File: src/rtl/live_cell_encoder_pkg.sv
// Shared types for the live-cell encoder: FSM state encoding.
package live_cell_encoder_pkg;

  typedef enum logic [1:0] {
    S_IDLE = 2'd0,
    S_EMIT = 2'd1
  } enc_state_t;

endpackage

File: src/rtl/live_cell_encoder_lowest_set_bit.sv
// Combinational priority encoder: index of the lowest set bit, plus any/onehot flags.
module lowest_set_bit #(
  parameter int N = 8,
  localparam int W = $clog2(N)
) (
  input  logic [N-1:0] vec_i,
  output logic [W-1:0] idx_o,
  output logic         any_o,
  output logic         onehot_o
);

  // Scan from the top so the lowest set bit is the last (winning) assignment.
  always_comb begin
    idx_o = '0;
    for (int i = N - 1; i >= 0; i--) begin
      if (vec_i[i]) idx_o = W'(i);
    end
  end

  assign any_o    = |vec_i;
  assign onehot_o = any_o && ((vec_i & (vec_i - 1'b1)) == '0);

endmodule

File: src/rtl/live_cell_encoder.sv
// Streams the column index of every live cell in a captured row, lowest first,
// over a valid/ready output; reports the row popcount and an empty-row pulse.
module live_cell_encoder
  import live_cell_encoder_pkg::*;
#(
  parameter int N = 8,
  localparam int W = $clog2(N)
) (
  input  logic         clk_i,
  input  logic         rst_i,
  input  logic         ena_i,
  input  logic         in_valid_i,
  output logic         in_ready_o,
  input  logic [N-1:0] in_i,
  output logic         out_valid_o,
  input  logic         out_ready_i,
  output logic [W-1:0] out_o,
  output logic         out_last_o,
  output logic [W:0]   count_o,
  output logic         empty_o
);

  enc_state_t  state_q, state_d;
  logic [N-1:0] pending_q, pending_d;
  logic [W:0]   count_q, count_d;
  logic         empty_q, empty_d;

  logic [W-1:0] lsb_idx;
  logic         lsb_any;
  logic         lsb_onehot;
  logic [W:0]   in_popcnt;
  logic         capture;
  logic         xfer;

  lowest_set_bit #(.N(N)) u_lsb (
    .vec_i    (pending_q),
    .idx_o    (lsb_idx),
    .any_o    (lsb_any),
    .onehot_o (lsb_onehot)
  );

  always_comb begin
    in_popcnt = '0;
    for (int i = 0; i < N; i++) begin
      in_popcnt = in_popcnt + (W + 1)'(in_i[i]);
    end
  end

  assign in_ready_o  = (state_q == S_IDLE);
  assign out_valid_o = (state_q == S_EMIT);
  assign out_o       = out_valid_o ? lsb_idx : '0;
  assign out_last_o  = out_valid_o && lsb_onehot;
  assign count_o     = count_q;
  assign empty_o     = empty_q;

  assign capture = ena_i && in_ready_o && in_valid_i;
  assign xfer    = ena_i && out_valid_o && out_ready_i;

  always_comb begin
    state_d   = state_q;
    pending_d = pending_q;
    count_d   = count_q;
    empty_d   = empty_q;
    // ena low holds everything, including a pulse already in flight.
    if (ena_i) begin
      empty_d = 1'b0;
      unique case (state_q)
        S_IDLE: begin
          if (capture) begin
            count_d = in_popcnt;
            if (in_i != '0) begin
              pending_d = in_i;
              state_d   = S_EMIT;
            end else begin
              empty_d = 1'b1;
            end
          end
        end
        S_EMIT: begin
          if (xfer) begin
            // Clearing the lowest set bit; a onehot row drains to zero.
            pending_d = pending_q & (pending_q - 1'b1);
            if (out_last_o || !lsb_any) begin
              pending_d = '0;
              state_d   = S_IDLE;
            end
          end
        end
        default: begin
          state_d   = S_IDLE;
          pending_d = '0;
        end
      endcase
    end
  end

  always_ff @(posedge clk_i) begin
    if (rst_i) begin
      state_q   <= S_IDLE;
      pending_q <= '0;
      count_q   <= '0;
      empty_q   <= 1'b0;
    end else begin
      state_q   <= state_d;
      pending_q <= pending_d;
      count_q   <= count_d;
      empty_q   <= empty_d;
    end
  end

endmodule
File: config.mk
export PLATFORM = sky130hd
export DESIGN_NAME = live_cell_encoder
export DESIGN_NICKNAME = d
export VERILOG_FILES = /design/src/rtl/live_cell_encoder_pkg.sv /design/src/rtl/live_cell_encoder_lowest_set_bit.sv /design/src/rtl/live_cell_encoder.sv
export SDC_FILE = /design/constraint.sdc
export NUM_CORES = 1
export LEC_CHECK = 0
export ABC_AREA = 0
export CELL_PAD_IN_SITES_DETAIL_PLACEMENT = 1
export CELL_PAD_IN_SITES_GLOBAL_PLACEMENT = 1
export CORE_MARGIN = 4
export CORE_UTILIZATION = 36
export DETAILED_ROUTE_END_ITERATION = 6
export PLACE_DENSITY_LB_ADDON = 0.08
export SYNTH_ARGS = -nofsm -noshare
export SYNTH_HDL_FRONTEND = slang
export SYNTH_SLANG_ARGS = --single-unit
export TNS_END_PERCENT = 5
File: constraint.sdc
create_clock -name clk_i -period 3 [get_ports clk_i]
set_input_delay 0.3 -clock clk_i [delete_from_list [all_inputs] [get_ports clk_i]]
set_output_delay 0.3 -clock clk_i [all_outputs]
set_load 0.01 [all_outputs]
-- Yosys cells after proc, flatten, opt, wreduce, memory -nomap -nowiden
Cells that the tools add are included.
- add/sub/neg operators: 8
- bitwise logic cells: 1
- equality and inequality tests: 5
- mux-type cells: 22
- reduce and logical (&&, ||, !) cells: 15
- operators with widths (operator ; number):
    2-to-1 mux 8 bit ; 4
    2-to-1 mux 3 bit ; 9
    adder 4 x 1 -> 4 bit ; 4
    one-hot mux 8 bit (2 select lines) ; 1
    bitwise AND 8 bit ; 1
    logical NOT 8 bit ; 1
    2-to-1 mux 2 bit ; 4
    != test 2 x 1 -> 1 bit, second input constant ; 4
    nonzero test 8 bit ; 1
    OR reduction 8 bit ; 1
    subtractor 8 x 1 -> 8 bit, second input constant ; 1
    logical AND 1 bit ; 6
    AND reduction 5 bit ; 1
    adder 3 x 1 -> 4 bit ; 1
    one-hot mux 2 bit (2 select lines) ; 1
    AND reduction 4 bit ; 1
    adder 2 x 1 -> 3 bit ; 1
    2-to-1 mux 1 bit ; 3
    AND reduction 3 bit ; 1
    adder 1 x 1 -> 2 bit ; 1
    equality test 2 x 1 -> 1 bit, second input constant ; 1
    logical NOT 2 bit ; 1
    logical NOT 1 bit ; 1
    logical OR 1 bit ; 1
- register bits: 15
- input port bits: 13
- output and inout bits: 11

-- Longest topological paths before layout
Gate-level depths: netlist (run 1).
- depth in word-level cells: 9
- gate-level depth with buffers: 10

-- By module
Synthesis (run 1) repeated with hierarchy kept, for this count alone.
- cell total of the unflattened synthesis: 123
- area, all modules: 1026.0 µm²
- by module, submodules not included (module ; cells each ; times used ; area an instance (µm²) ; seq. area each (µm²)):
    live_cell_encoder ; 99 ; 1 ; 863.3 ; 280.3
    lowest_set_bit ; 24 ; 1 ; 162.7 ; 0.0

-- Worst setup path before layout (run 1)
OpenSTA, ideal clock, no wires.
- kind: input -> register
- from: in in_i[0]
- to: reg count_q[2], in the netlist count_o[2]
- data required time: 2914 ps
- data arrival time: 2702 ps
- setup time: 86 ps
- path buffers: 0
- cell stages on the path: 9
- path slack: 212 ps
- cell sequence: fa_1 > inv_1 > fa_1 > fa_1 > inv_1 > ha_1 > fa_1 > xnor2_1 > a211oi_1
- cells in the longest elaborated chain, start to end: 7
- RTL lines (what ; line ; text):
    from (decl) ; live_cell_encoder.sv:14 ; input logic [N-1:0] in_i,
    adder 1 x 1 -> 2 bit ; live_cell_encoder.sv:45 ; in_popcnt = in_popcnt + (W + 1)'(in_i[i]);
    adder 2 x 1 -> 3 bit ; live_cell_encoder.sv:45 ;
    adder 3 x 1 -> 4 bit ; live_cell_encoder.sv:45 ;
    adder 4 x 1 -> 4 bit (4 in a row) ; live_cell_encoder.sv:45 ;
    to (signal assigned) ; live_cell_encoder.sv:106 ; count_q <= count_d;
    to (decl) ; live_cell_encoder.sv:25 ; logic [W:0] count_q, count_d;
Every way passes these cells.
A chain may end at the register's enable or synchronous reset.

-- Worst setup path after layout (run 1)
- from: in in_i[3]
- to: reg count_q[1], in the netlist count_o[1]
- cells in the longest elaborated chain, start to end: 5
- RTL lines (what ; line ; text):
    adder 3 x 1 -> 4 bit ; live_cell_encoder.sv:45 ;
    adder 4 x 1 -> 4 bit (4 in a row) ; live_cell_encoder.sv:45 ;
    via in_popcnt[1] ; live_cell_encoder.sv:31 ; logic [W:0] in_popcnt;
The timed path passes the listed nets, and every way through them passes these cells.

==> flow_summary.toml, run 1 <==
[finish]
diodes = 0
syn_to_final_growth_pct = 27.68
final_layout_size_suffix_gt1_share_pct = 6.757
fin_util_pct = 47.92
fillCellCount = 336
nets = 170
mostFrequentLayoutCells = "clkdlybuf4s50_1, inv_1, dfxtp_1"
layout_commonest_cell = "clkdlybuf4s50_1"

[global_routing]
antenna_found_initial = 0
globalRouteTotalUtil_pct = 18.06
overflow = 0
grt_pass1_vias = 1042
grt_first_pass_wirelength_mm = 5.043
grt_max_degree = 19

[logic_synthesis]
syn-cell-area_um2 = 1026
ys_ff_latch = 14
syn_inst = 127
ys_seq_area_share_pct = 27.32
synth.yosys.warnings = 0
yosysTopAreaCell = "dfxtp_1"
synth_area_per_cell_um2 = 8.079
synth_top_area_share_pct = 27.32
synth.top_cells.by_area = "dfxtp_1, fa_1, inv_1, ha_1, a21oi_1"
synth_cell_types = 40
synth_nets = 148

[setup_path]
critPathTopFamily = "adder cells"
crit_top_cell = "fa_1"
max_stage_delay_ns = 0.54
rrSetupSlack_ns = 1.11
crit_fanout = 2
end_kind = "flip-flop"
crit_path_start = "in_i[3]"
r2r_cells = 4
cp.arrival_ns = 3.18
r2r-start = "pending_q[0]$_SDFFE_PP0P_"
criticalPathCategory = "in -> reg"
start_kind = "input port"
path_depth = 10
cp.required_ns = 3.21
critPathBufInv = 3
slowest_stage = "fa_2"
path_cells = "clkdlybuf4s50_1, fa_1, inv_1, fa_1, fa_1, inv_1, ha_1, fa_2, nand2_1, a21oi_1"

[clocking]
postCtsHoldBufs = 0
path_clk_slew_ns = 0.09
numCtsBuffers = 3
cts_tree = "built"
h-tree-depth = 1
clock_latency_ns = 0.29
cts_root_buffer = "clkbuf_4"
clock_path_buffers = 2
clock_sinks = 14

[power]
power_density_nw_per_um2 = 413.7
finalPower_uw = 542.0
vdd_drop_max_mv = 0.2338
p_leak_uw = 0.0005569

[route]
finalWirelength_mm = 3.046
wl_met2_mm = 1.457
drtAntennaViolNets = 0
drcViolationCount = 0
top_layer = "met4"
first_iter_violations = 60
wl_met1_mm = 1.394
vias = 1044
met3_length_um = 149
wl_per_cell_um = 17.02
detail_route.vias_per_cell = 5.832
drt-pass1-iter-count = 4

[timing]
relSlewSlack_pct = 54.04
worst_slew_pin_slew_ns = 0.6872
setup_violations = 0
worst_clock_skew_ns = 0.007345
maxSlewViolCount = 0
timing.fmax_mhz = 337.2
final.min_clock_period_ns = 2.965
timing.final.crit_share_pct = 98.84
hold_viol_final = 0

[place]
gp_congestion = 0.7050
dp_hpwl_mm = 2.220
place.port_buffers = 23

[die]
io_pins = 24
start_util_pct = 37.53
die_h_um = 61.39
fp.dieArea_um2 = 3768
row_count = 19
die_x_um = 61.39
fp.coreArea_um2 = 2734

[run]
cap_viol_max_count = 0

[min_path]
hp-class = "reg -> reg"
whs_path_depth = 2
min_from = "count_o[1]$_SDFFE_PP0P_"

[status]
status = "complete, no violations"
## per-stage QoR
step	worst slack, ns	TNS [ns]	hold slack [ns]	instances	cell area [µm²]
after global routing	-0.02590	-0.05176	0.5005	179	1310
after floorplan	0.2125	0	0.4360	127	1026
after global placement	-0.2932	-0.5534	0.4423	175	1269
after CTS	0.009531	0	0.4740	179	1303
final	0.03472	0	0.4697	179	1310
after detailed placement	-0.3832	-0.7922	0.4588	175	1269
## cell type report
type                    count  area [µm²]  area share (%)
clock buffers               4       36.28           2.770
inverters                  15       56.30           4.298
multi-input cells          89       648.1           49.47
flip-flops and latches     14       280.3           21.39
well taps                  31       38.79           2.961
repair buffers             26       250.2           19.10
## cell families (layout without fill, tap and decap cells)
family	after synthesis	in the layout	share of synthesized area (%)
xor+xnor	1	1	0.8538
flops	14	14	27.32
buf+inv	24	45	10.24
compound gates	35	35	25.37
simple gates	44	44	22.56
fa+ha+maj	9	9	13.66
## metal layers
layer | vias up | track usage (%)
met5 | - | 0
met4 | 0 | 6.364
met3 | 5 | 2.516
met2 | 30 | 28.85
met1 | 502 | 24.94
li1 | 507 | -
## cells in the mapped netlist
| master | count |
|---|---|
| nor4b_1 | 1 |
| a211o_1 | 2 |
| a21o_1 | 2 |
| a2bb2oi_1 | 1 |
| a221o_1 | 1 |
| o32ai_1 | 1 |
| o31ai_1 | 1 |
| or4_1 | 2 |
| or4_4 | 1 |
| o311ai_0 | 1 |
| nand3_1 | 2 |
| a2111oi_0 | 2 |
| a31oi_1 | 2 |
| a311o_1 | 1 |
| a21oi_1 | 9 |
| maj3_1 | 1 |
| dfxtp_1 | 14 |
| and3_1 | 2 |
| nor3b_1 | 1 |
| nor2_1 | 11 |
| fa_1 | 4 |
| a311oi_1 | 1 |
| nand2b_1 | 5 |
| nor4_1 | 3 |
| clkbuf_1 | 7 |
| a211oi_1 | 2 |
| inv_1 | 15 |
| ha_1 | 4 |
| a222oi_1 | 1 |
| o21ai_0 | 1 |
| a22oi_1 | 2 |
| o21bai_1 | 1 |
| buf_6 | 2 |
| nand2_1 | 8 |
| o21a_1 | 1 |
| nor3_1 | 5 |
| or3_1 | 2 |
| o311a_1 | 3 |
| xnor2_1 | 1 |
| nand3b_1 | 1 |
## flip-flops by register name, summed over array words and instances, names as in the netlist
name and cells:
empty_o 1, pending_q 8, state_q 1, count_o 4
## tightest hold or removal path: cells and delay by family, from the launching register on
kind            cells  cell delay, ns
flops               1            0.32
simple gates        1            0.05
compound gates      1            0.05
## final timing paths
kind	end
setup reg to reg	pending_q[7]$_SDFFE_PP0P_
hold / removal	count_o[1]$_SDFFE_PP0P_
setup / recovery	count_o[1]$_SDFFE_PP0P_
hold reg to reg	count_o[1]$_SDFFE_PP0P_
## power breakdown
part / leakage, µW / internal (µW) / switching, µW
Clock: 0.0000210 / 74.0 / 71.3
Combinational: 0.000422 / 90.8 / 91.5
Sequential: 0.000114 / 197 / 17.4
Total: 0.000557 / 362 / 180
## what timing repair did
item,in CTS,in global routing
pin swaps,0,1
buffers inserted,0,0
gates cloned,0,0
gates resized for setup,2,2
endpoints found under the setup margin,1,1
(Power assumes the default switching activity.)
==> run 2: changes to the inputs <==
--- a/config.mk
+++ b/config.mk
@@ -6,10 +6,11 @@
 export NUM_CORES = 1
 export LEC_CHECK = 0
 export ABC_AREA = 0
-export CELL_PAD_IN_SITES_DETAIL_PLACEMENT = 1
+export CELL_PAD_IN_SITES_DETAIL_PLACEMENT = 0
 export CELL_PAD_IN_SITES_GLOBAL_PLACEMENT = 1
 export CORE_MARGIN = 4
 export CORE_UTILIZATION = 36
+export CTS_CLUSTER_DIAMETER = 60
 export DETAILED_ROUTE_END_ITERATION = 6
 export PLACE_DENSITY_LB_ADDON = 0.08
 export SYNTH_ARGS = -nofsm -noshare
==> flow_summary.toml, run 2 (synthesis gave the netlist of run 1 again) <==
[clocking]
clock_path_buffers = 2
h-tree-depth = 1
clock_latency_ns = 0.28
numCtsBuffers = 3
cts_root_buffer = "clkbuf_4"
path_clk_slew_ns = 0.08
clock_sinks = 14
cts_tree = "built"
postCtsHoldBufs = 0

[min_path]
whs_path_depth = 2
hold_end = "count_o[0]$_SDFFE_PP0P_"
min_from = "count_o[0]$_SDFFE_PP0P_"
hp-class = "reg -> reg"

[timing]
worst_slew_pin_slew_ns = 0.6576
rsz0062_at_grt = "false"
setup_violations = 0
final.min_clock_period_ns = 2.812
worst_hold_slack_ns = 0.4589
relSlewSlack_pct = 56.02
maxSlewViolCount = 0
worst_clock_skew_ns = 0.005111
worst_slack_ns = 0.1881
timing.fmax_mhz = 355.6
timing.final.crit_share_pct = 93.73
hold_viol_final = 0

[power]
p_leak_uw = 0.0005657
vdd_drop_max_mv = 0.1979
power_density_nw_per_um2 = 378.7

[run]
cap_viol_max_count = 0

[global_routing]
globalRouteTotalUtil_pct = 15.52
antenna_found_initial = 0
grt_max_degree = 19
grt_first_pass_wirelength_mm = 4.291
overflow = 0
grt_pass1_vias = 912

[route]
first_iter_violations = 48
finalWirelength_mm = 2.547
detail_route.vias_per_cell = 5.573
drtAntennaViolNets = 0
drcViolationCount = 0
drt-pass1-iter-count = 4
vias = 992
wl_per_cell_um = 14.31

[die]
die_h_um = 61.39
row_count = 19
fp.dieArea_um2 = 3768
die_x_um = 61.39
io_pins = 24
start_util_pct = 37.53
fp.coreArea_um2 = 2734

[setup_path]
rrSetupSlack_ns = 1.14
end_kind = "flip-flop"
cp.arrival_ns = 3.01
r2r_cells = 4
start_kind = "input port"
r2r-start = "pending_q[0]$_SDFFE_PP0P_"
cp.required_ns = 3.20
r2r_end = "pending_q[7]$_SDFFE_PP0P_"
criticalPathCategory = "in -> reg"
crit_fanout = 2

[finish]
multi_input_comb_area_um2 = 643.1
final_layout_size_suffix_gt1_share_pct = 5.442
seqCellArea_um2 = 280.3
layout_commonest_cell = "clkdlybuf4s50_1"
largest_register_ffs = 8
syn_to_final_growth_pct = 26.46
nets = 170
regMostFlops = "pending_q"
mostFrequentLayoutCells = "clkdlybuf4s50_1, inv_1, dfxtp_1"
diodes = 0
fillCellCount = 287

[place]
gp_congestion = 0.7050
place.port_buffers = 23
dp_hpwl_mm = 1.928
place_ws_ns = -0.3389

[status]
status = "complete, no violations"
[run 2: cell types whose count changed in the layout (fill, tap and decap cells not counted)]
cell,change
dlymetal6s2s_1,+2
clkdlybuf4s50_1,-1
a211oi_2,-1
a211oi_1,+1
dlygate4sd2_1,-1
clkbuf_8,-1
[run 2: per-layer routing]
metal / vias to the layer above / track usage, % / share of wire [%]
met5: - / 0 / 0
met4: 0 / 3.939 / 0
met3: 0 / 4.193 / 7.1
met2: 33 / 24.02 / 45
met1: 455 / 21.54 / 48
li1: 504 / - / -
[run 2: worst max-delay path, stage by stage]
cell	delay, ns
dlygate4sd2_1	0.26
fa_1	0.53
inv_1	0.05
fa_1	0.45
fa_1	0.49
inv_1	0.04
ha_1	0.20
fa_2	0.53
nand2_1	0.05
a21oi_1	0.12
[run 2: layout make-up]
class	instances	area share [%]
clock buffers	3	1.736
inverters	15	4.339
multi-input cells	89	49.57
flip-flops and latches	14	21.60
well taps	31	2.989
repair buffers	26	19.77
[run 2: timing repair]
item	CTS	global route
setup endpoints to repair	1	2
resized for setup	2	2
pin swaps	0	1
setup buffers	0	0
[run 2: stage by stage]
step	setup TNS, ns	cells	utilization [%]	area [µm²]	total power, µW
2_1_floorplan	0	127	-	1026	325.4
3_3_place_gp	-0.5534	175	46.41	1269	384.6
3_5_place_dp	-0.6523	175	46.41	1269	386.8
4_1_cts	0	178	47.28	1292	495.3
5_1_grt	0	178	47.46	1297	532.6
6_report	0	178	47.46	1297	491.4
[run 2: where the power goes]
part,switching (µW),leakage [µW],total (µW),internal (µW)
clock network,60.5,0.0000138,107,46.5
registers,16.8,0.000114,214,197
logic,82.3,0.000438,171,88.4
total,160,0.000566,491,332
[run 2: how the worst max path moves through the flow]
stage,from,end,slack [ns],depth (start not counted)
global route,in_i[0],count_o[2]$_SDFFE_PP0P_,0.07,10
global placement,in_i[0],count_o[2]$_SDFFE_PP0P_,-0.29,10
detailed placement,in_i[0],count_o[2]$_SDFFE_PP0P_,-0.34,10
floorplan,in_i[0],count_o[2]$_SDFFE_PP0P_,0.21,9
finish,in_i[0],count_o[1]$_SDFFE_PP0P_,0.19,10
CTS,in_i[1],count_o[1]$_SDFFE_PP0P_,0.003,10
==> run 3: changes to the inputs <==
--- a/config.mk
+++ b/config.mk
@@ -5,11 +5,11 @@
 export SDC_FILE = /design/constraint.sdc
 export NUM_CORES = 1
 export LEC_CHECK = 0
-export ABC_AREA = 0
+export ABC_AREA = 1
 export CELL_PAD_IN_SITES_DETAIL_PLACEMENT = 0
 export CELL_PAD_IN_SITES_GLOBAL_PLACEMENT = 1
 export CORE_MARGIN = 4
-export CORE_UTILIZATION = 36
+export CORE_UTILIZATION = 34
 export CTS_CLUSTER_DIAMETER = 60
 export DETAILED_ROUTE_END_ITERATION = 6
 export PLACE_DENSITY_LB_ADDON = 0.08
==> flow_summary.toml, run 3 <==
[status]
status = "complete, no violations"

[timing]
worst_hold_slack_ns = 0.4764
final.min_clock_period_ns = 2.651
rsz0062_at_grt = "false"
relSlewSlack_pct = 78.23
worst_clock_skew_ns = 0.01396
timing.fmax_mhz = 377.3
maxSlewViolCount = 0
hold_viol_final = 0
timing.final.crit_share_pct = 88.35
worst_slack_ns = 0.3495
setup_violations = 0
worst_slew_pin_slew_ns = 0.3231

[min_path]
hold_end = "empty_o$_SDFFE_PP0P_"
whs_path_depth = 2
hp-class = "reg -> reg"
min_from = "empty_o$_SDFFE_PP0P_"

[setup_path]
critPathTopFamily = "adder cells"
crit_path_start = "in_i[0]"
end_kind = "flip-flop"
slowest_stage = "fa_1"
rrSetupSlack_ns = 1.49
critPathBufInv = 3
r2r-start = "pending_q[0]$_SDFFE_PP0P_"
r2r_cells = 6
criticalPathCategory = "in -> reg"
max_stage_delay_ns = 0.54
crit_top_cell = "fa_1"
cp.arrival_ns = 2.85
crit_fanout = 2
start_kind = "input port"
r2r_end = "state_q[0]$_SDFFE_PP0P_"
path_cells = "dlymetal6s2s_1, fa_1, inv_1, fa_1, fa_1, inv_1, ha_1, fa_1, o21ai_1, nor2_1"
cp.required_ns = 3.20

[finish]
regMostFlops = "pending_q"
final_cells = 198
nets = 189
diodes = 0
layout_commonest_cell = "nand2_1"
fillCellCount = 286
final_layout_size_suffix_gt1_share_pct = 8.982
multi_input_comb_area_um2 = 630.6
mostFrequentLayoutCells = "nand2_1, clkdlybuf4s50_1, nor2_1"
largest_register_ffs = 8
syn_to_final_growth_pct = 30.04
seqCellArea_um2 = 280.3
finalInstanceArea_um2 = 1316

[route]
detail_route.vias_per_cell = 5.076
drcViolationCount = 0
finalWirelength_mm = 2.529
first_iter_violations = 40
vias = 1005
wl_per_cell_um = 12.77
drt-pass1-iter-count = 4
drtAntennaViolNets = 0

[logic_synthesis]
ys_seq_area_share_pct = 27.69
synth.yosys.warnings = 0
yosysTopAreaCell = "dfxtp_1"
synth_flop_cell = "dfxtp_1"
syn_inst = 141
synth.top_cells.by_area = "dfxtp_1, nand2_1, fa_1, nor2_1, inv_1"
synth.most_common_cell = "nand2_1"
ys_top_cells_by_count = "nand2_1, nor2_1, inv_1"
synth_edf_count = 0
async_flop_share_pct = 0
synth_cell_types = 28
synth_nets = 162
synth_top_area_share_pct = 27.69
syn-cell-area_um2 = 1012
synth_area_per_cell_um2 = 7.179
ys_ff_latch = 14

[global_routing]
globalRouteTotalUtil_pct = 14.37
grt_pass1_vias = 996
antenna_found_initial = 0
grt_first_pass_wirelength_mm = 4.595
overflow = 0
grt_max_degree = 20

[place]
place_area_um2 = 1272
place.port_buffers = 23
place_ws_ns = -0.3125
gp_congestion = 0.8591
dp.cells = 194
dp_hpwl_mm = 2.087

[power]
vdd_drop_max_mv = 0.3000
p_leak_uw = 0.0006028
power_density_nw_per_um2 = 421.1

[clocking]
numCtsBuffers = 3
path_clk_slew_ns = 0.10
clock_sinks = 14
clock_path_buffers = 2
cts_root_buffer = "clkbuf_4"
cts_setup_buffers = 0
clock_latency_ns = 0.29
cts_tree = "built"
h-tree-depth = 1

[die]
io_pins = 24
die_h_um = 62.56
fp.coreArea_um2 = 2805
start_util_pct = 36.08
fp.dieArea_um2 = 3914
die_x_um = 62.56
row_count = 19

[run]
cap_viol_max_count = 0
run 3: logic make-up after synthesis:
logic type,share of synthesized area [%]
AND/OR/NAND/NOR,32.26
XOR/XNOR,0.8654
flip-flops,27.69
adder cells (fa/ha/maj),12.86
AO/OA/AOI/OAI,16.32
buffers and inverters,10.01
run 3: final cells by class:
cell class | instances | share of cell area, %
multi-input cells | 106 | 47.91
flip-flops and latches | 14 | 21.29
repair buffers | 24 | 18.63
inverters | 19 | 6.464
well taps | 31 | 2.947
clock buffers | 4 | 2.757
run 3: stage by stage:
step | TNS, ns | util [%] | total power, µW
2_1_floorplan | 0 | - | 346.1
3_3_place_gp | -0.4485 | 45.36 | 415.3
3_5_place_dp | -0.6086 | 45.36 | 417.0
4_1_cts | 0 | 46.65 | 561.4
5_1_grt | 0 | 46.92 | 601.2
6_report | 0 | 46.92 | 554.3
run 3: how the worst max path moves through the flow:
stage / cells after the start / slack (ns) / end
after CTS: 10 / 0.01 / count_o[1]$_SDFFE_PP0P_
after detailed placement: 10 / -0.31 / count_o[1]$_SDFFE_PP0P_
after global routing: 10 / 0.25 / count_o[2]$_SDFFE_PP0P_
after global placement: 10 / -0.23 / count_o[1]$_SDFFE_PP0P_
final: 10 / 0.35 / count_o[1]$_SDFFE_PP0P_
after floorplan: 9 / 0.27 / count_o[1]$_SDFFE_PP0P_
run 3: metal layers:
metal | up-vias | global-route usage [%] | part of all wire, %
li1 | 516 | - | -
met1 | 459 | 18.97 | 47
met2 | 28 | 22.90 | 47
met3 | 2 | 4.317 | 5.1
met4 | 0 | 3.306 | 0.43
met5 | - | 0 | 0
run 3: report_power, final:
part	switching [µW]	total [µW]	internal [µW]
Clock	67.3	141	73.9
Combinational	106	199	92.9
Sequential	14.3	215	200
Total	187	554	367
run 3: repair_timing:
action	4_1_cts	5_1_grt
endpoints found under the setup margin	0	2
hold buffers	0	0
gates resized for setup	0	4
run 3: tightest hold or removal path: stages, from the launching register on:
cell and delay (ns):
dfxtp_1 0.32, nand2_1 0.06, a21oi_1 0.06
